## config.mk

```make
export PLATFORM = sky130hd
export DESIGN_NAME = lv_pwm_dt
export DESIGN_NICKNAME = d
export VERILOG_FILES = /design/src/rtl/lv_pkg.sv /design/src/rtl/lv_dglt.sv /design/src/rtl/lv_pwm_dt.sv
export SDC_FILE = /design/constraint.sdc
export NUM_CORES = 1
export LEC_CHECK = 0
export BUFFER_PORTS_ARGS = -buffer_cell sky130_fd_sc_hd__buf_2
export CAP_MARGIN = 40
export CORE_UTILIZATION = 50
export CTS_CLUSTER_SIZE = 40
export DETAILED_ROUTE_END_ITERATION = 10
export HOLD_SLACK_MARGIN = 0.06
export PLACE_DENSITY = 0.74
export SLEW_MARGIN = 30
export SYNTH_ARGS = -nofsm -noshare
export SYNTH_HDL_FRONTEND = slang
export SYNTH_HIERARCHICAL = 1
export SYNTH_SLANG_ARGS = --single-unit
```

## constraint.sdc

```tcl
create_clock -name i_clk -period 2.45 [get_ports i_clk]
set_input_delay 0.1225 -clock i_clk [delete_from_list [all_inputs] [get_ports i_clk]]
set_output_delay 0.1225 -clock i_clk [all_outputs]
set_load 0.01 [all_outputs]
```

## src/rtl/lv_pkg.sv

```systemverilog
// rtl/lv_pkg.sv - shared types and defaults for the LV-side PWM conditioning path
package lv_pkg;

    typedef enum logic [1:0] {
        PWM_OFF   = 2'd0,
        PWM_ON    = 2'd1,
        PWM_FSAFE = 2'd2
    } pwm_dt_st_e;

    localparam int DGLT_CYC_DEF = 4;
    localparam int PW_W_DEF     = 8;

    // Number of bits needed to count up to n (at least one bit).
    function automatic int cnt_bits(input int n);
        return (n < 2) ? 1 : $clog2(n + 1);
    endfunction

endpackage

```

## src/rtl/lv_dglt.sv

```systemverilog
// rtl/lv_dglt.sv - 2-flop synchroniser plus consecutive-sample deglitch filter for one pin
module lv_dglt
    import lv_pkg::*;
#(
    parameter int   DGLT_CYC = DGLT_CYC_DEF,
    parameter logic RST_VAL  = 1'b0
) (
    input  logic clk,
    input  logic rst,
    input  logic pin,
    output logic filt
);

    localparam int CW = cnt_bits(DGLT_CYC);

    logic          sync_a;
    logic          sync_b;
    logic [CW-1:0] run_cnt;

    // Two-stage synchroniser; both stages reset to the pin's idle level.
    always_ff @(posedge clk) begin
        if (rst) begin
            sync_a <= RST_VAL;
            sync_b <= RST_VAL;
        end else begin
            sync_a <= pin;
            sync_b <= sync_a;
        end
    end

    // Filtered value flips only after DGLT_CYC consecutive samples disagree with it.
    always_ff @(posedge clk) begin
        if (rst) begin
            filt    <= RST_VAL;
            run_cnt <= '0;
        end else if (sync_b == filt) begin
            run_cnt <= '0;
        end else if (run_cnt == CW'(DGLT_CYC - 1)) begin
            filt    <= sync_b;
            run_cnt <= '0;
        end else begin
            run_cnt <= run_cnt + 1'b1;
        end
    end

endmodule

```

## src/rtl/lv_pwm_dt.sv

```systemverilog
// rtl/lv_pwm_dt.sv - LV PWM conditioning top: sync, deglitch, interlock, min pulse width, fail-safe; LV_PWM_DT_STAT_EN adds ON-entry counter
module lv_pwm_dt
    import lv_pkg::*;
#(
    parameter int DGLT_CYC = DGLT_CYC_DEF,
    parameter int PW_W     = PW_W_DEF
) (
    input  logic            i_clk,
    input  logic            i_rst,
    input  logic            i_inp,
    input  logic            i_inn,
    input  logic            i_en,
    input  logic [PW_W-1:0] i_min_pw,
    input  logic            i_fault,
    input  logic            i_fault_clr,
    output logic            o_drv,
    output logic            o_fsafe,
    output logic [15:0]     o_edge_cnt
);

    logic            inp_f;
    logic            inn_f;
    logic            req;
    logic            pw_ok;
    pwm_dt_st_e      state;
    pwm_dt_st_e      state_n;
    logic [PW_W-1:0] pw_cnt;
    logic [PW_W-1:0] pw_cnt_n;
    logic [PW_W-1:0] pw_cnt_inc;

    lv_dglt #(
        .DGLT_CYC (DGLT_CYC),
        .RST_VAL  (1'b0)
    ) u_dglt_inp (
        .clk  (i_clk),
        .rst  (i_rst),
        .pin  (i_inp),
        .filt (inp_f)
    );

    // The inhibit pin idles high so a reset never opens the interlock.
    lv_dglt #(
        .DGLT_CYC (DGLT_CYC),
        .RST_VAL  (1'b1)
    ) u_dglt_inn (
        .clk  (i_clk),
        .rst  (i_rst),
        .pin  (i_inn),
        .filt (inn_f)
    );

    assign req        = inp_f & ~inn_f & i_en;
    assign pw_ok      = (pw_cnt >= i_min_pw);
    assign pw_cnt_inc = (&pw_cnt) ? pw_cnt : pw_cnt + 1'b1;

    // Next-state logic; fault always wins, and FSAFE exits only on a clean clear.
    always_comb begin
        state_n  = state;
        pw_cnt_n = pw_cnt_inc;
        case (state)
            PWM_OFF: begin
                if (i_fault) begin
                    state_n = PWM_FSAFE;
                end else if (req && pw_ok) begin
                    state_n  = PWM_ON;
                    pw_cnt_n = '0;
                end
            end
            PWM_ON: begin
                if (i_fault) begin
                    state_n = PWM_FSAFE;
                end else if (!req && pw_ok) begin
                    state_n  = PWM_OFF;
                    pw_cnt_n = '0;
                end
            end
            PWM_FSAFE: begin
                pw_cnt_n = pw_cnt;
                if (i_fault_clr && !i_fault) begin
                    state_n  = PWM_OFF;
                    pw_cnt_n = '0;
                end
            end
            default: begin
                state_n  = PWM_OFF;
                pw_cnt_n = '0;
            end
        endcase
    end

    // State, width counter and registered outputs all move on the same edge.
    always_ff @(posedge i_clk) begin
        if (i_rst) begin
            state   <= PWM_OFF;
            pw_cnt  <= '0;
            o_drv   <= 1'b0;
            o_fsafe <= 1'b0;
        end else begin
            state   <= state_n;
            pw_cnt  <= pw_cnt_n;
            o_drv   <= (state_n == PWM_ON);
            o_fsafe <= (state_n == PWM_FSAFE);
        end
    end

`ifdef LV_PWM_DT_STAT_EN
    logic [15:0] edge_cnt;

    // Counts OFF->ON entries, saturating; only reset clears it.
    always_ff @(posedge i_clk) begin
        if (i_rst) begin
            edge_cnt <= '0;
        end else if ((state == PWM_OFF) && (state_n == PWM_ON) && (edge_cnt != 16'hFFFF)) begin
            edge_cnt <= edge_cnt + 16'd1;
        end
    end

    assign o_edge_cnt = edge_cnt;
`else
    assign o_edge_cnt = 16'd0;
`endif

endmodule

```

==> results of run 1 <==
-- path summary, 6_finish.rpt --
path	depth (start not counted)	from	endpoint	slack (ns)
setup / recovery	6	pw_cnt[2]	pw_cnt[7]	0.53
hold / removal	2	i_rst	u_dglt_inp/sync_a	0.26
setup reg to reg	6	pw_cnt[2]	pw_cnt[7]	0.53
hold reg to reg	1	u_dglt_inn/sync_a	u_dglt_inn/sync_b	0.43
-- worst max-delay path: cells and delay by family, from the launching register on --
family,cells,cell delay (ns)
AO/OA/AOI/OAI,4,0.73
AND/OR/NAND/NOR,1,0.51
flip-flops,1,0.38
adder cells (fa/ha/maj),1,0.22
-- routing by layer --
metal | wire, µm | vias to the layer above | GRT usage
met3 | 132 | 2 | 0.05833
li1 | - | 503 | -
met2 | 1204 | 34 | 0.3394
met4 | 14 | 0 | 0.05983
met5 | 0 | - | 0
met1 | 962 | 488 | 0.1910
-- cell families (layout without fill, tap and decap cells) --
group | after synthesis | in the layout | synth area share
xor gates and xnor gates | 7 | 7 | 0.04411
buffers and inverters | 32 | 38 | 0.1296
DFF | 24 | 24 | 0.3456
adders and majority gates | 13 | 13 | 0.1170
and+or+nand+nor | 34 | 34 | 0.1557
AOI/OAI and AO/OA | 23 | 23 | 0.1764
muxes | 4 | 4 | 0.02880
other | 1 | 16 | 0.002698
-- power by group through the flow --
stage	Clock [mW]	Combinational (mW)	Sequential, mW
2_1_floorplan	0	0.0976	0.420
3_3_place_gp	0	0.104	0.421
3_5_place_dp	0	0.108	0.422
4_1_cts	0.287	0.112	0.414
5_1_grt	0.300	0.126	0.416
6_report	0.278	0.111	0.413
-- registers in the layout, indices dropped and copies added, names as in the netlist --
register / cells
o_drv: 1
u_dglt_inp/sync_b: 1
u_dglt_inn/filt: 1
o_fsafe: 1
u_dglt_inp/filt: 1
pw_cnt: 8
u_dglt_inn/sync_a: 1
u_dglt_inp/sync_a: 1
state: 2
u_dglt_inp/run_cnt: 3
u_dglt_inn/sync_b: 1
u_dglt_inn/run_cnt: 3
-- cells in the mapped netlist --
| library cell | number |
|---|---|
| a211o_1 | 1 |
| a211o_2 | 1 |
| a211oi_1 | 1 |
| a211oi_2 | 5 |
| a21oi_1 | 2 |
| a21oi_2 | 1 |
| a221oi_2 | 2 |
| a31oi_1 | 1 |
| a41oi_1 | 1 |
| and3_1 | 2 |
| and3b_1 | 1 |
| buf_1 | 1 |
| buf_4 | 16 |
| clkbuf_1 | 1 |
| conb_1 | 1 |
| dfxtp_1 | 24 |
| ha_1 | 13 |
| inv_1 | 13 |
| inv_2 | 1 |
| mux2i_1 | 4 |
| nand2_1 | 4 |
| nand2b_1 | 2 |
| nand3_1 | 4 |
| nand4_1 | 3 |
| nor2_1 | 2 |
| nor2b_1 | 3 |
| nor3_1 | 1 |
| nor4_1 | 6 |
| nor4b_2 | 2 |
| o2111ai_2 | 1 |
| o21a_1 | 1 |
| o21ai_0 | 3 |
| o21ai_4 | 1 |
| o32a_4 | 1 |
| o32ai_2 | 1 |
| or2_2 | 2 |
| or3_1 | 1 |
| or4_4 | 1 |
| xnor2_1 | 3 |
| xor2_1 | 4 |
-- final cells by class --
cell class / count / share of cell area
inverter: 14 / 0.03443
tap: 30 / 0.02459
timing repair buffer: 20 / 0.07705
clock buffer: 3 / 0.01475
multi-input combinational: 97 / 0.5148
clock inverter: 1 / 0.01967
sequential: 24 / 0.3148
-- cell usage in the layout (no fill, tap or decap), types with 3 or more instances in the layout --
cell / n
conb_1: 16
xor2_1: 4
inv_1: 13
mux2i_1: 4
nor2b_1: 3
nor4_1: 6
ha_1: 13
dlygate4sd3_1: 3
nand2_1: 4
nand4_1: 3
o21ai_0: 3
dfxtp_1: 24
clkbuf_4: 3
xnor2_1: 3
a211oi_2: 5
buf_2: 16
nand3_1: 4
-- per-stage QoR --
stage          instances  instance area [µm²]  total power [mW]
4_1_cts              189                 1526            0.8123
3_5_place_dp         182                 1444            0.5301
6_report             189                 1526            0.8025
3_3_place_gp         182                 1444            0.5251
5_1_grt              189                 1526            0.8422
2_1_floorplan        153                 1446            0.5179
==> run_results.csv, run 1 <==
group,metric,value,unit
outcome,status,"finished, final reports clean",
floorplan,top_level_ports,33,
cts,cts_bufs_inserted,3,
place,post-dp-hpwl,1.824,mm
routing,drt-wirelength-per-cell,12.24,µm
timing,finalCritPeriodShare,0.7829,
floorplan,core_area,2545,µm²
power_and_ir_drop,relative_contribution_of_the_clock_network_to_total_power,0.347,
grt,via_count_of_the_first_global_routing_pass,997,
worst_setup_path,critical_path.slowest_cell,"or4_4",
timing,grt_setup_unrepaired,"no",
worst_setup_path,endpoint_kind,"flip-flop",
timing,hold_slack,0.2551,ns
worst_setup_path,path_cells,"ha_1 > or4_4 > a21oi_2 > o32a_4 > o2111ai_2 > a221oi_2",
cts,postCtsHoldBufs,3,
logic_synthesis,synth_area_per_cell,10.07,µm²
grt,antenna_violations_before_repair,0,
cts,insertion_delay_to_the_later_sink_of_the_worst_skew_pair,0.30,ns
cts,cts_max_level,1,
power_and_ir_drop,power.share.combinational,0.138,
logic_synthesis,netlist.area_leader.share,0.3456,
cts,tritoncts,"built",
timing,report.final.hold_viol_count,0,
cts,cts-root-buf,"clkbuf_4",
cts,count_of_clock_tree_sinks,24,
place,place_congestion,0.7995,
logic_synthesis,synth_top_cells_by_area,"dfxtp_1, ha_1, buf_4",
logic_synthesis,synth_seq_area_share,0.3456,
hold_path,kind_of_path_behind_the_tightest_hold_check,"in -> reg",
worst_setup_path,critPathMaxStageDelay,0.51,ns
logic_synthesis,post_synth_instance_area,1390,µm²
cts,post-cts-setup-buffers,0,
cells_and_area,num_antenna_cells,0,
worst_setup_path,timing.critical_path.required,2.68,ns
power_and_ir_drop,sw_ratio,0.2335,
logic_synthesis,ys.warnings.count,6,
grt,overflow,0,
logic_synthesis,synthDistinctLibCells,40,
grt,global_route.usage.total,0.1831,
floorplan,initial_cell_density_of_the_core,0.5462,
routing,drt_pre_antenna_iters,6,
timing,clock.fmax,521.4,MHz
worst_setup_path,path_max_fanout,5,
cells_and_area,layout-drive-gt1-share,0.2516,
floorplan,chipHeight,54.73,µm
power_and_ir_drop,power.internal,615.1,µW
place,pre_cts_slack,0.5460,ns
cells_and_area,sequential_standard_cell_area,480.5,µm²
floorplan,rows,18,
cells_and_area,fillCellCount,214,
cts,path_clk_slew,0.13,ns
grt,wire_length_of_the_first_global_routing_pass,3.933,mm
timing,timing.final.crit_period,1.918,ns
timing,drv_slew,0,
power_and_ir_drop,sequentialPowerShare,0.515,
routing,route.antenna.remaining_nets,0,
timing,slew_headroom,0.6647,
logic_synthesis,synth.ff_latch_count,24,
cells_and_area,area_growth,9.811,%
logic_synthesis,yosys.area.top_type,"dfxtp_1",
routing,drt_iter0_markers,16,
power_and_ir_drop,power_density,525.7,nW/µm²
floorplan,die_w,54.73,µm
logic_synthesis,synthesis.instances,138,
flow_run,maxCapViolCount,0,
power_and_ir_drop,ir_drop,0.5443,mV
floorplan,floorplan.die_area,2995,µm²
timing,worst-slew-pin-transition,0.5029,ns
cells_and_area,layout.core_utilization,0.5998,
routing,viasPerCell,5.434,
routing,drc,0,
cts,max-clock-path-buffers,2,
grt,grt_start_max_net_pins,26,
worst_setup_path,worst-endpoint-arrival,2.15,ns
timing,final-setup-viol-count,0,
worst_setup_path,setup.worst_path.start_class,"flip-flop",
cells_and_area,multi_input_area,785.8,µm²
power_and_ir_drop,leakagePower,0.6879,nW
place,port-buffer-count,16,
timing,setup_slack,0.5320,ns
routing,vias,1027,
routing,total_wire_length,2.314,mm
worst_setup_path,setup.worst_path.class,"reg -> reg",
power_and_ir_drop,total_switching_power,187.4,µW
cells_and_area,design.final.nets,188,
timing,setup_tns,0,ns
cts,cts-resized-gates,0,
timing,post_route_skew,0.0008343,ns
Power figures use the tool's default switching activity.
==> run 2, diff against run 1 <==
Clock period 2.45 ns to 1.8 ns, I/O delays scaled along.
==> run 2 against run 1 <==
Compared with the run above:
- non-clock buffer count increased by 12
- clock skew grew 0.0038 ns
- combinational power is 69% higher
- the flow now finishes with violations (setup timing)
- count of clock-buffer cells in the layout did not move
- highest routed layer unchanged
- critical path depth did not move
- clock power increased by 37%
- critical path type unchanged
- die area stayed put
- largest cell class unchanged
- critical endpoint is now pw_cnt[3]
- fmax rose by 5.0%
==> run_results.csv, run 2 (synthesized netlist as in run 1, its figures left out) <==
group,metric,value,unit
outcome,status,"complete, but fails checks",
place,placed_cell_area,1534,µm²
timing,worst-slew-pin-transition,0.5309,ns
timing,final-setup-viol-count,5,
timing,clock.fmax,547.2,MHz
cts,tritoncts,"built",
timing,timing.final.crit_period,1.827,ns
cells_and_area,mostFrequentLayoutCells,"dfxtp_1, conb_1, buf_2",
cts,insertion_delay_to_the_later_sink_of_the_worst_skew_pair,0.31,ns
place,place_congestion,0.8221,
cells_and_area,layout.cells.most_common,"dfxtp_1",
floorplan,die_w,54.73,µm
grt,global_route.usage.total,0.2041,
routing,total_wire_length,2.508,mm
worst_setup_path,critPathMaxStageDelay,0.52,ns
routing,drc,0,
routing,viasPerCell,5.184,
outcome,failed_checks,"setup timing",
grt,antenna_violations_before_repair,0,
worst_setup_path,critical_path.top_delay_family,"compound AO/OA/AOI/OAI gates",
worst_setup_path,setup.worst_path.class,"reg -> reg",
cts,cts_max_level,1,
timing,slew_headroom,0.6461,
timing,finalCritPeriodShare,1.015,
floorplan,chipHeight,54.73,µm
worst_setup_path,worst-endpoint-arrival,2.07,ns
timing,grt_setup_unrepaired,"yes",
cts,count_of_clock_tree_sinks,24,
timing,drv_slew,0,
cts,cts_bufs_inserted,3,
cells_and_area,layout-drive-gt1-share,0.3450,
timing,post_route_skew,0.004628,ns
cells_and_area,largest_register_by_flop_count,"pw_cnt",
flow_run,maxCapViolCount,0,
floorplan,rows,18,
power_and_ir_drop,power_density,680.5,nW/µm²
place,post-dp-hpwl,1.916,mm
worst_setup_path,path_max_fanout,7,
grt,overflow,0,
cells_and_area,largest_register_ffs,8,
cts,path_clk_slew,0.13,ns
power_and_ir_drop,leakagePower,0.7445,nW
grt,via_count_of_the_first_global_routing_pass,1030,
worst_setup_path,setup.worst_path.start_class,"flip-flop",
hold_path,kind_of_path_behind_the_tightest_hold_check,"in -> reg",
cells_and_area,design.final.nets,200,
timing,report.final.hold_viol_count,0,
cells_and_area,num_antenna_cells,0,
floorplan,initial_cell_density_of_the_core,0.5462,
cells_and_area,fillCellCount,211,
floorplan,core_area,2545,µm²
power_and_ir_drop,ir_drop,0.6738,mV
floorplan,top_level_ports,33,
cts,max-clock-path-buffers,2,
grt,grt_start_max_net_pins,26,
place,pre_cts_slack,-0.03026,ns
worst_setup_path,critical_path.slowest_cell,"or4_4",
cells_and_area,area_growth,19.26,%
floorplan,floorplan.die_area,2995,µm²
routing,vias,1042,
worst_setup_path,critical_path.n_buffers_inverters,0,
cts,cts-root-buf,"clkbuf_4",
power_and_ir_drop,p_total,1.128,mW
cells_and_area,post-route-cell-area,1658,µm²
routing,route.antenna.remaining_nets,0,
grt,wire_length_of_the_first_global_routing_pass,4.264,mm
routing,drt_iter0_markers,5,
worst_setup_path,endpoint_kind,"flip-flop",
timing,setup_tns,-0.07573,ns
worst_setup_path,timing.critical_path.required,2.04,ns
cells_and_area,biggestRegsByFlops,"pw_cnt x8, u_dglt_inn/run_cnt x3, u_dglt_inp/run_cnt x3",
routing,drt-wirelength-per-cell,12.48,µm
worst_setup_path,path_cells,"ha_4 > or4_4 > a21oi_2 > o32a_4 > o21ai_4 > a221oi_2",
routing,drt_pre_antenna_iters,4,
place,port-buffer-count,16,
timing,setup_slack,-0.02747,ns
==> run 2: cell count changes in the layout (fill, tap and decap cells not counted), moves of 2 or more <==
cell / delta
ha_1: -2
ha_4: +2
buf_4: +12
dfxtp_2: +2
dfxtp_1: -2
==> run 2: worst paths after layout <==
path,slack (ns),from,cells after the start,to
max,-0.03,pw_cnt[1],6,pw_cnt[3]
min,0.23,i_rst,2,u_dglt_inp/sync_b
max reg2reg,-0.03,pw_cnt[1],6,pw_cnt[3]
min reg2reg,0.43,u_dglt_inn/sync_a,1,u_dglt_inn/sync_b
==> run 2: report_power, final <==
group          internal, mW  switching [mW]  total [mW]
Sequential            0.549          0.0104       0.559
Combinational        0.0851           0.103       0.188
Clock                 0.225           0.156       0.381
Total                 0.859           0.269        1.13
==> run 2: timing repair <==
action | 4_1_cts | 5_1_grt
pin swaps | 2 | 1
gates resized for setup | 5 | 4
hold buffers | 3 | 0
endpoints found under the setup margin | 10 | 10
hold endpoints to repair | 4 | 0
gates cloned | 0 | 0
buffers inserted | 0 | 0
==> run 2: stage by stage <==
step                  util  instances  hold WS, ns
floorplan                -        153       0.1616
global placement    0.6028        194       0.2758
detailed placement  0.6028        194       0.2792
CTS                 0.6421        201       0.2175
global route        0.6514        201       0.2420
finish              0.6514        201       0.2311
==> run 2: metal layers <==
layer,up-vias,share of wire,track usage
met3,7,0.040,0.06111
met2,24,0.51,0.3614
li1,527,-,-
met4,0,0.017,0.08120
met5,-,0,0
met1,484,0.43,0.2237
==> run 2: cell type report <==
type                    count  area, µm²  share of cell area
clock buffers               3      22.52             0.01358
clock inverters             1      30.03             0.01811
inverters                  14      52.55             0.03170
multi-input cells          97      824.5              0.4974
flip-flops and latches     24      483.0              0.2913
well taps                  30      37.54             0.02264
repair buffers             32      207.7              0.1253
==> run 2: worst reg2reg max path: stages, from the launching register on <==
cell      delay [ns]
dfxtp_2         0.36
ha_4            0.15
or4_4           0.52
a21oi_2         0.13
o32a_4          0.20
o21ai_4         0.12
a221oi_2        0.28
